$ cat src/rtl/wb_pkg.sv
// Shared types and constants for the write-back stage.
//   W, D         : data width / register pointer width
//   R0_ADDR      : constant-zero register (writes suppressed)
//   CMP_ADDR     : branch comparison register (writes flagged)
//   TMO_CYC_DEF  : default load watchdog limit
//   wb_state_e   : stage state (IDLE, LOAD_WAIT)
//   wb_wr_t      : register-file write payload (dest + data)
package wb_pkg;

    localparam int unsigned W           = 8;
    localparam int unsigned D           = 3;
    localparam int unsigned CNT_W       = 8;
    localparam int unsigned TMO_CYC_DEF = 15;

    localparam logic [D-1:0] R0_ADDR  = 3'd0;
    localparam logic [D-1:0] CMP_ADDR = 3'd7;

    typedef enum logic {
        IDLE      = 1'b0,
        LOAD_WAIT = 1'b1
    } wb_state_e;

    typedef struct packed {
        logic [D-1:0] dest;
        logic [W-1:0] data;
    } wb_wr_t;

endpackage

$ cat src/rtl/wb_stage_if.sv
// Execute -> write-back retire handshake.
//   master (execute): in_valid, in_wr, in_is_load, in_dest, in_alu_data out; in_ready in
//   slave  (wb_stage): the reverse
interface wb_stage_if;
    import wb_pkg::*;

    logic         in_valid;
    logic         in_ready;
    logic         in_wr;
    logic         in_is_load;
    logic [D-1:0] in_dest;
    logic [W-1:0] in_alu_data;

    modport master (
        output in_valid, in_wr, in_is_load, in_dest, in_alu_data,
        input  in_ready
    );

    modport slave (
        input  in_valid, in_wr, in_is_load, in_dest, in_alu_data,
        output in_ready
    );

endinterface

$ cat src/rtl/wb_tmo_ctr.sv
// Load watchdog: counts LOAD_WAIT cycles without returned data.
//   clk, reset_n : clock, synchronous active-low reset
//   clr          : restart count at 0 (held while the stage is idle)
//   en           : advance count by one
//   expired      : count has reached TMO_CYC
module wb_tmo_ctr
    import wb_pkg::*;
#(
    parameter int unsigned TMO_CYC = TMO_CYC_DEF
) (
    input  logic clk,
    input  logic reset_n,
    input  logic clr,
    input  logic en,
    output logic expired
);

    logic [CNT_W-1:0] r_count;

    assign expired = (r_count == CNT_W'(TMO_CYC));

    // Saturates at the limit so a late enable cannot wrap past expiry.
    always_ff @(posedge clk) begin
        if (!reset_n) begin
            r_count <= '0;
        end else if (clr) begin
            r_count <= '0;
        end else if (en && !expired) begin
            r_count <= r_count + CNT_W'(1);
        end
    end

endmodule

$ cat src/rtl/wb_stage.sv
// Write-back stage: sole driver of the register-file write port.
// ALU results commit one cycle after acceptance; loads wait in LOAD_WAIT
// for data memory, bounded by a watchdog. Writes to r0 are suppressed and
// flagged, writes to r7 pulse cmp_updated.
//   clk, reset_n          : clock, synchronous active-low reset
//   ex                    : retire handshake from execute (slave side)
//   mem_valid, mem_rdata  : data memory read return
//   rf_write_en/w_addr/data_in : register-file write port (registered)
//   cmp_updated           : pulses with a write to r7
//   r0_wr_flag, tmo_err   : sticky status flags
//   wb_count              : committed write count, wraps
//   byp_addr_a/b, byp_hit_a/b, byp_data : write-to-read bypass
// Optional feature macro: WB_BYPASS_EN enables the bypass compare;
// without it the bypass outputs are tied to 0.
module wb_stage
    import wb_pkg::*;
#(
    parameter int unsigned TMO_CYC = TMO_CYC_DEF
) (
    input  logic             clk,
    input  logic             reset_n,
    wb_stage_if.slave        ex,
    input  logic             mem_valid,
    input  logic [W-1:0]     mem_rdata,
    output logic             rf_write_en,
    output logic [D-1:0]     rf_w_addr,
    output logic [W-1:0]     rf_data_in,
    output logic             cmp_updated,
    output logic             r0_wr_flag,
    output logic             tmo_err,
    output logic [CNT_W-1:0] wb_count,
    input  logic [D-1:0]     byp_addr_a,
    input  logic [D-1:0]     byp_addr_b,
    output logic             byp_hit_a,
    output logic             byp_hit_b,
    output logic [W-1:0]     byp_data
);

    wb_state_e        r_state;
    logic             r_in_ready;
    logic [D-1:0]     r_ld_dest;
    logic             r_wr_en;
    wb_wr_t           r_wr;
    logic             r_cmp;
    logic             r_r0;
    logic             r_tmo;
    logic [CNT_W-1:0] r_cnt;

    logic   w_accept;
    logic   w_commit;
    wb_wr_t w_cm;
    logic   w_expired;
    logic   w_tmo_clr;
    logic   w_tmo_en;

    assign ex.in_ready = r_in_ready;
    assign w_accept    = ex.in_valid & r_in_ready;
    assign w_tmo_clr   = (r_state == IDLE);
    assign w_tmo_en    = (r_state == LOAD_WAIT) & ~mem_valid;

    wb_tmo_ctr #(.TMO_CYC(TMO_CYC)) u_tmo (
        .clk     (clk),
        .reset_n (reset_n),
        .clr     (w_tmo_clr),
        .en      (w_tmo_en),
        .expired (w_expired)
    );

    // Select the write candidate for this cycle: ALU retire or load return.
    always_comb begin
        w_commit  = 1'b0;
        w_cm.dest = r_ld_dest;
        w_cm.data = mem_rdata;
        if (r_state == IDLE) begin
            w_commit  = w_accept & ex.in_wr & ~ex.in_is_load;
            w_cm.dest = ex.in_dest;
            w_cm.data = ex.in_alu_data;
        end else begin
            w_commit  = mem_valid;
        end
    end

    // State, handshake and write-port registers.
    always_ff @(posedge clk) begin
        if (!reset_n) begin
            r_state    <= IDLE;
            r_in_ready <= 1'b1;
            r_ld_dest  <= '0;
            r_wr_en    <= 1'b0;
            r_wr       <= '0;
            r_cmp      <= 1'b0;
            r_r0       <= 1'b0;
            r_tmo      <= 1'b0;
            r_cnt      <= '0;
        end else begin
            r_wr_en <= 1'b0;
            r_cmp   <= 1'b0;

            case (r_state)
                IDLE: begin
                    if (w_accept && ex.in_wr && ex.in_is_load) begin
                        r_state    <= LOAD_WAIT;
                        r_in_ready <= 1'b0;
                        r_ld_dest  <= ex.in_dest;
                    end
                end
                LOAD_WAIT: begin
                    // Returned data takes priority over a same-cycle expiry.
                    if (mem_valid) begin
                        r_state    <= IDLE;
                        r_in_ready <= 1'b1;
                    end else if (w_expired) begin
                        r_state    <= IDLE;
                        r_in_ready <= 1'b1;
                        r_tmo      <= 1'b1;
                    end
                end
                default: begin
                    r_state    <= IDLE;
                    r_in_ready <= 1'b1;
                end
            endcase

            // r0 writes leave the write port (including held addr/data) untouched.
            if (w_commit) begin
                if (w_cm.dest == R0_ADDR) begin
                    r_r0 <= 1'b1;
                end else begin
                    r_wr_en <= 1'b1;
                    r_wr    <= w_cm;
                    r_cmp   <= (w_cm.dest == CMP_ADDR);
                    r_cnt   <= r_cnt + CNT_W'(1);
                end
            end
        end
    end

    assign rf_write_en = r_wr_en;
    assign rf_w_addr   = r_wr.dest;
    assign rf_data_in  = r_wr.data;
    assign cmp_updated = r_cmp;
    assign r0_wr_flag  = r_r0;
    assign tmo_err     = r_tmo;
    assign wb_count    = r_cnt;

`ifdef WB_BYPASS_EN
    // Forward the in-flight write to same-cycle RF readers.
    assign byp_hit_a = r_wr_en & (r_wr.dest == byp_addr_a) & (r_wr.dest != R0_ADDR);
    assign byp_hit_b = r_wr_en & (r_wr.dest == byp_addr_b) & (r_wr.dest != R0_ADDR);
    assign byp_data  = r_wr.data;
`else
    logic w_unused_byp;
    assign w_unused_byp = ^{byp_addr_a, byp_addr_b};
    assign byp_hit_a    = 1'b0;
    assign byp_hit_b    = 1'b0;
    assign byp_data     = '0;
`endif

endmodule

$ cat src/flat_wrapper.sv
// flat-port wrapper written by rule: the top's interface ports become plain ports
module wb_stage_flat import wb_pkg::*;
#(
    parameter int unsigned TMO_CYC = TMO_CYC_DEF
)
  (clk, reset_n, mem_valid, mem_rdata, rf_write_en, rf_w_addr, rf_data_in, cmp_updated, r0_wr_flag, tmo_err, wb_count, byp_addr_a, byp_addr_b, byp_hit_a, byp_hit_b, byp_data, ex_in_valid, ex_in_wr, ex_in_is_load, ex_in_dest, ex_in_alu_data, ex_in_ready);
  wb_stage_if ex_i ();
  input  logic clk;
  input  logic reset_n;
  input  logic mem_valid;
  input  logic [W-1:0] mem_rdata;
  output logic rf_write_en;
  output logic [D-1:0] rf_w_addr;
  output logic [W-1:0] rf_data_in;
  output logic cmp_updated;
  output logic r0_wr_flag;
  output logic tmo_err;
  output logic [CNT_W-1:0] wb_count;
  input  logic [D-1:0] byp_addr_a;
  input  logic [D-1:0] byp_addr_b;
  output logic byp_hit_a;
  output logic byp_hit_b;
  output logic [W-1:0] byp_data;
  input wire logic [$bits(ex_i.in_valid)-1:0] ex_in_valid;
  input wire logic [$bits(ex_i.in_wr)-1:0] ex_in_wr;
  input wire logic [$bits(ex_i.in_is_load)-1:0] ex_in_is_load;
  input wire logic [$bits(ex_i.in_dest)-1:0] ex_in_dest;
  input wire logic [$bits(ex_i.in_alu_data)-1:0] ex_in_alu_data;
  output wire logic [$bits(ex_i.in_ready)-1:0] ex_in_ready;
  assign ex_i.in_valid = ex_in_valid;
  assign ex_i.in_wr = ex_in_wr;
  assign ex_i.in_is_load = ex_in_is_load;
  assign ex_i.in_dest = ex_in_dest;
  assign ex_i.in_alu_data = ex_in_alu_data;
  assign ex_in_ready = ex_i.in_ready;
  wb_stage #(.TMO_CYC(TMO_CYC)) u_core (.clk(clk), .reset_n(reset_n), .ex(ex_i), .mem_valid(mem_valid), .mem_rdata(mem_rdata), .rf_write_en(rf_write_en), .rf_w_addr(rf_w_addr), .rf_data_in(rf_data_in), .cmp_updated(cmp_updated), .r0_wr_flag(r0_wr_flag), .tmo_err(tmo_err), .wb_count(wb_count), .byp_addr_a(byp_addr_a), .byp_addr_b(byp_addr_b), .byp_hit_a(byp_hit_a), .byp_hit_b(byp_hit_b), .byp_data(byp_data));
endmodule
$ cat config.mk
export PLATFORM = sky130hd
export DESIGN_NAME = wb_stage_flat
export DESIGN_NICKNAME = d
export VERILOG_FILES = /design/src/rtl/wb_pkg.sv /design/src/rtl/wb_stage_if.sv /design/src/rtl/wb_tmo_ctr.sv /design/src/rtl/wb_stage.sv /design/src/flat_wrapper.sv
export SDC_FILE = /design/constraint.sdc
export NUM_CORES = 1
export LEC_CHECK = 0
export ABC_AREA = 1
export CAP_MARGIN = 20
export CORE_ASPECT_RATIO = 1.75
export CORE_MARGIN = 1
export CORE_UTILIZATION = 40
export CTS_BUF_LIST = sky130_fd_sc_hd__clkbuf_4 sky130_fd_sc_hd__clkbuf_8
export CTS_CLUSTER_SIZE = 16
export DETAILED_ROUTE_END_ITERATION = 8
export PLACE_DENSITY = 0.72
export SKIP_CTS_REPAIR_TIMING = 1
export SLEW_MARGIN = 20
export SYNTH_ARGS = -nofsm -noshare
export SYNTH_HDL_FRONTEND = slang
export SYNTH_SLANG_ARGS = --single-unit
export TNS_END_PERCENT = 1
$ cat constraint.sdc
create_clock -name clk -period 1.8 [get_ports clk]
set_clock_uncertainty 0.2 [all_clocks]
set_input_delay 0.27 -clock clk [delete_from_list [all_inputs] [get_ports clk]]
set_output_delay 0.27 -clock clk [all_outputs]
set_load 0.02 [all_outputs]
### After elaboration in Yosys (flattened, before gate mapping)

Index checks and enable logic that the tools add are counted.

* bitwise gates (word level): 10
* reductions and logical operators: 13
* muxes and demuxes: 11
* equal/unequal tests: 4
* $add $sub $neg: 2

Operator list (count)
* adder 8 x 1 -> 8 bit, second input constant: 2
* AND reduction 2 bit: 6
* two-way mux 11 bit: 1
* == test 8 x 4 -> 1 bit, second input constant: 1
* two-way mux 1 bit: 8
* NOT 1 bit: 6
* bitwise AND 1 bit: 4
* one-hot mux 1 bit (2 select lines): 2
* == test 3 bit, second input constant: 1
* logical AND 1 bit: 3
* logical NOT 3 bit: 1
* != test 3 bit, second input constant: 1
* AND reduction 3 bit: 1
* OR reduction 3 bit: 1
* != test 2 x 1 -> 1 bit, second input constant: 1
* logical NOT 1 bit: 1

* output and inout bits: 34
* register bits: 36
* bits of input ports: 31

### Longest topological paths before layout

Gate-level depths: netlist (run 1).

* depth after elaboration: 6
* gate-level depth with buffers: 9

### Hierarchy

A second synthesis (run 1) with hierarchy kept.

* cells, all modules: 280
* area total of the unflattened synthesis: 1899.3 um2

Modules (own cells, without submodules)
* wb_stage: sequential area each 560.5 um2, cells an instance 209, instances 1, area each 1423.9 um2
* wb_tmo_ctr: sequential area each 160.2 um2, cells an instance 71, instances 1, area each 475.5 um2

### Least setup slack after synthesis (run 1)

OpenSTA, ideal clock, no wires.

* kind: reg-to-reg
* from: register u_core.u_tmo.r_count[0]
* to: register u_core.u_tmo.r_count[0]
* library setup time: 0.116 ns
* cell stages (with the launch flop): 9
* period minus slack after synthesis: 1.513 ns
* arrival time: 1.197 ns
* path slack: 0.287 ns
* cells stage by stage: dfxtp_1 ha_1 nand2_1 nor2_1 inv_1 nor2_1 nor2_1 nor2_1 nor2_1

* word-level cells in the longest chain between the ends: 3
* elaborated cells between the ends (all ways): 4
* classes of those cells: 1 x add/sub; 1 x eq/ne; 2 x reduce/logical

Ends and longest elaborated chain
* from (decl): RTL line wb_tmo_ctr.sv:18 `logic [CNT_W-1:0] r_count;`
* from (signal assigned): RTL line wb_tmo_ctr.sv:29 `r_count <= r_count + CNT_W'(1);`
* branches (longest 3 deep; another with adder 8 x 1 -> 8 bit)

Several ways; the timed one is not identified.
A chain may end at the register's enable or synchronous reset.

### Worst setup path after layout (run 1)

* from: register u_core.r_cnt[7] (netlist: u_core.wb_count[7])
* to: output port wb_count[7]

RTL lines
* from (decl): RTL line wb_stage.sv:47 `logic [CNT_W-1:0] r_cnt;`
* from (signal assigned): RTL line wb_stage.sv:132 `r_cnt <= r_cnt + CNT_W'(1);`
* to (decl): RTL line flat_wrapper.sv:18 `output logic [CNT_W-1:0] wb_count;`

No word-level cell between the ends.

==> results of run 1 <==
path summary, 6_finish.rpt:
check / slack (ns) / end / from
worst max-delay path: 0.04 / wb_count[7] / u_core.wb_count[7]
worst min-delay path: 0.26 / u_core.r0_wr_flag / u_core.r0_wr_flag
worst max register to register: 0.19 / u_core.rf_data_in[0] / u_core.r_state
worst min register to register: 0.26 / u_core.r0_wr_flag / u_core.r0_wr_flag
cells by family after synthesis:
kind of cell / share of synthesized area
simple gates: 0.308
mux: 0.0425
flops: 0.382
fa+ha+maj: 0.0133
compound gates: 0.0916
other cells: 0.00199
xor+xnor: 0.0279
buf+inv: 0.133
layer usage:
layer,up-vias,wire [um]
li1,951,-
met1,818,1730
met2,38,2400
met3,5,154
met4,0,60
met5,-,0
area by class of cell:
type                            count  area, um2  area share
Sequential cell                    36        722       0.276
Clock buffer                        6       76.3      0.0292
Tap cell                           51       63.8      0.0244
Multi-Input combinational cell    191        963       0.368
Clock inverter                      2       35.0      0.0134
Timing Repair Buffer               67        636       0.243
Inverter                           31        119      0.0455
power groups by stage:
stage                     Clock [mW]  Combinational, mW  Sequential (mW)
after floorplan                    0              0.163            0.883
after detailed placement           0              0.311            0.859
after CTS                      0.734              0.312            0.841
after global routing           0.768              0.340            0.844
final                          0.711              0.310            0.841
after global placement             0              0.308            0.859
state kept, by name, summed over array words and instances (netlist names):
| name | flops |
|---|---|
| u_core.rf_write_en | 1 |
| u_core.wb_count | 8 |
| u_core.r0_wr_flag | 1 |
| u_core.rf_w_addr | 3 |
| u_core.r_state | 1 |
| u_core.ex.in_ready | 1 |
| u_core.r_ld_dest | 3 |
| u_core.cmp_updated | 1 |
| u_core.rf_data_in | 8 |
| u_core.u_tmo.r_count | 8 |
| u_core.tmo_err | 1 |
per-stage QoR:
stage / std cells / utilization / setup TNS (ns)
6_report: 384 / 0.583 / 0
5_1_grt: 384 / 0.583 / 0
4_1_cts: 384 / 0.577 / -0.0264
3_5_place_dp: 376 / 0.552 / -0.421
3_3_place_gp: 376 / 0.552 / -0.397
2_1_floorplan: 275 / - / 0
cell usage in the layout (no fill, tap or decap):
cell	instances
xor2_1	4
mux2i_1	8
nor2_4	1
dlymetal6s2s_1	5
inv_4	1
nand3_4	1
clkbuf_4	1
dfxtp_2	1
ha_1	2
o21ai_4	1
conb_1	10
nor3_1	1
bufinv_16	1
nand2_4	1
a21oi_1	21
dfxtp_1	35
xnor2_1	2
buf_4	19
o21ai_2	1
o21ai_0	10
nor2_1	37
nand2_1	59
nand4_1	3
inv_1	29
clkinv_2	1
nor2_8	1
clkdlybuf4s50_1	43
nand3_1	25
inv_2	1
nand2_2	3
clkbuf_8	5
==> results.json, run 1 <==
{
  "fin_nets": 365,
  "end_kind": "output port",
  "design_area_mm2": 0.00262,
  "rsz0062_at_grt": "false",
  "seq_area_frac_synth": 0.382,
  "power_frac_clock": 0.382,
  "grtUsageTotal": 0.189,
  "core_area_mm2": 0.00448,
  "synth_cell_types": 24,
  "start_util": 0.420,
  "route.vias.total": 1812,
  "diodes": 0,
  "vdd_drop_max_v": 0.000593,
  "cts.path.max_buffers": 2,
  "grt_pass1_vias": 1601,
  "cp_num_buf_inv": 1,
  "cp.depth": 1,
  "drt_first_pass_iters": 4,
  "swShare": 0.251,
  "powerDensity_mw_per_mm2": 712,
  "placed_cell_area_mm2": 0.00247,
  "synth_edf_count": 0,
  "cts_sinks": 36,
  "ant_nets": 0,
  "htreeDepth": 2,
  "ioPinCount": 65,
  "worstPathRequired_ns": 1.33,
  "p_int_mw": 1.39,
  "startpoint_type": "flop",
  "drc": 0,
  "power_switching_uw": 467,
  "period_needed_ns": 1.76,
  "viasPerCell": 4.72,
  "use_met3": 0.0394,
  "synth_common_cells": "nand2_1, nor2_1, dfxtp_1, inv_1, nand3_1",
  "drv_slew": 0,
  "pwr-share-seq": 0.452,
  "synth_top_cell_area_share": 0.382,
  "grt_remaining_overflow": 0,
  "pre_cts_ws_ns": -0.0521,
  "fin_ws_ns": 0.0445,
  "use_met1": 0.188,
  "r2r_cells": 7,
  "cts_root_buf": "clkbuf_8",
  "drive_gt1_frac": 0.117,
  "busiest_layer": "met2",
  "dpl.hpwl_um": 3350,
  "ys_ff_latch": 36,
  "syn_area_mm2": 0.00189,
  "maxCapViolCount": 0,
  "cts_buffers": 5,
  "grt_pass1_wl_um": 6930,
  "synth_ff_type": "dfxtp_1",
  "port_buffers": 48,
  "synth_area_leader_cell": "dfxtp_1",
  "syn_inst": 266,
  "syn_to_final_growth_pct": 38.7,
  "clkSlewWorstSetupHoldPaths_ns": 0.07,
  "async_flop_share": 0,
  "grt_max_degree": 13,
  "arrival_ns": 1.29,
  "die_h_um": 92.8,
  "cpLargestDelayFamily": "buffers and inverters",
  "place.gp.congestion": 0.843,
  "row_count": 32,
  "cts_tree": "done",
  "setup_viol": 0,
  "antenna_found_initial": 0,
  "n_fill_cell": 433,
  "fin_crit_sh": 0.975,
  "max_freq_mhz": 570,
  "cp_slowest_cell": "clkdlybuf4s50_1",
  "clock_latency_ns": 0.28,
  "die_w_um": 53.9,
  "power_frac_comb": 0.166,
  "crit_fanout": 4,
  "synth_most_common_cell": "nand2_1",
  "grt.met2_usage": 0.347,
  "ys_warn_count": 0,
  "wl_per_cell_um": 11.3,
  "run_status": "finished, final reports clean",
  "path_cells": "clkdlybuf4s50_1",
  "synthTopCellsByArea": "dfxtp_1, nand2_1, nor2_1",
  "critPathKind": "reg -> out",
  "hp-class": "reg -> reg",
  "leakage_nw": 1.17,
  "drt-total-wl_um": 4350,
  "hold_viol": 0,
  "die_area_mm2": 0.00500,
  "synth.avg_cell_area_um2": 7.09,
  "total_power_mw": 1.86,
  "slowest_delay_ns": 0.62,
  "hold_slack_ns": 0.256,
  "drtIter0Drc": 36,
  "min_delay_path_depth": 2
}
Power figures use the tool's default switching activity.
==> inputs of run 2 (changes only) <==
- CORE_ASPECT_RATIO: 1.75 -> unset
==> run 2 against run 1 <==
The flow now finishes with violations (DRC). Clock-buffer cell count stayed put. Global-route usage decreased by 0.82 points. Setup slack improved by 0.020 ns. Critical path type unchanged.
==> results.json, run 2 (synthesis gave the netlist of run 1 again) <==
{
  "cts_tree": "done",
  "placed_cells": 375,
  "layout_common_cells": "nand2_1, clkdlybuf4s50_1, nor2_1",
  "grt_remaining_overflow": 0,
  "period_needed_ns": 1.74,
  "slowest_delay_ns": 0.62,
  "maxCapViolCount": 0,
  "drtIter0Drc": 72,
  "leakage_nw": 1.19,
  "total_power_mw": 1.71,
  "cts.path.max_buffers": 2,
  "hold_slack_ns": 0.254,
  "vdd_drop_max_v": 0.000413,
  "final_common_cell": "nand2_1",
  "die_h_um": 70.7,
  "drive_gt1_frac": 0.106,
  "hold_viol": 0,
  "pwr-share-seq": 0.493,
  "drc": 10,
  "core_area_mm2": 0.00444,
  "end_kind": "output port",
  "dpl.hpwl_um": 3100,
  "cts_buffers": 5,
  "fin_crit_sh": 0.964,
  "critPathKind": "reg -> out",
  "syn_to_final_growth_pct": 37.0,
  "die_w_um": 70.7,
  "design_area_mm2": 0.00258,
  "crit_fanout": 2,
  "route.vias.total": 1778,
  "worstPathRequired_ns": 1.33,
  "power_switching_uw": 459,
  "row_count": 24,
  "diodes": 0,
  "arrival_ns": 1.27,
  "htreeDepth": 2,
  "cts_sinks": 36,
  "power_frac_clock": 0.328,
  "path_cells": "clkdlybuf4s50_1",
  "drt-total-wl_um": 4120,
  "grt_pass1_wl_um": 7110,
  "port_buffers": 48,
  "clock_latency_ns": 0.29,
  "wl_per_cell_um": 10.8,
  "ant_nets": 0,
  "hp-class": "reg -> reg",
  "cp_num_buf_inv": 1,
  "swShare": 0.269,
  "drv_slew": 0,
  "startpoint_type": "flop",
  "rsz0062_at_grt": "false",
  "final_util": 0.581,
  "fin_nets": 363,
  "max_freq_mhz": 576,
  "grt_max_degree": 11,
  "cts_root_buf": "clkbuf_8",
  "cpLargestDelayFamily": "buffers and inverters",
  "p_int_mw": 1.25,
  "setup_viol": 0,
  "violations": "DRC",
  "fin_cells": 382,
  "fin_ws_ns": 0.0641,
  "cp_slowest_cell": "clkdlybuf4s50_1",
  "grt_pass1_vias": 1635,
  "viasPerCell": 4.65,
  "finalSetupTns_ns": 0,
  "power_frac_comb": 0.180,
  "grtUsageTotal": 0.180,
  "run_status": "finished with violations",
  "placed_cell_area_mm2": 0.00247,
  "place.gp.congestion": 0.787,
  "die_area_mm2": 0.00499,
  "antenna_found_initial": 0,
  "powerDensity_mw_per_mm2": 661,
  "clkSlewWorstSetupHoldPaths_ns": 0.07,
  "drt_first_pass_iters": 8,
  "pre_cts_ws_ns": -0.0564,
  "ioPinCount": 65,
  "start_util": 0.424
}
[run 2: worst paths after layout]
check                                              from                      end  slack, ns  cells after the start
worst max-delay path                     u_core.tmo_err                  tmo_err       0.06                      1
worst min-delay path                u_core.r_ld_dest[0]      u_core.r_ld_dest[0]       0.25                      2
worst max register to register  u_core.u_tmo.r_count[1]  u_core.u_tmo.r_count[1]       0.17                      9
worst min register to register      u_core.r_ld_dest[0]      u_core.r_ld_dest[0]       0.25                      2
[run 2: layout make-up]
type / count / area, um2
timing repair buffer: 65 / 638
inverter: 31 / 119
multi-input combinational: 191 / 958
clock buffer: 6 / 76.3
fill: 422 / 1860
tap: 52 / 65.1
clock inverter: 1 / 5.00
sequential: 36 / 721
[run 2: power groups by stage]
stage	Combinational (mW)	Clock, mW	Sequential (mW)
finish	0.307	0.559	0.840
global route	0.336	0.606	0.844
CTS	0.310	0.572	0.841
detailed placement	0.309	0	0.859
global placement	0.305	0	0.858
floorplan	0.163	0	0.883
[run 2: per-layer routing]
layer  global-route usage  up-vias  wire length [um]
met4               0.0600        0                59
met3               0.0556        5               246
met2                0.301       44              1880
met1                0.223      778              1930
li1                     -      951                 -
met5                    0        -                 0
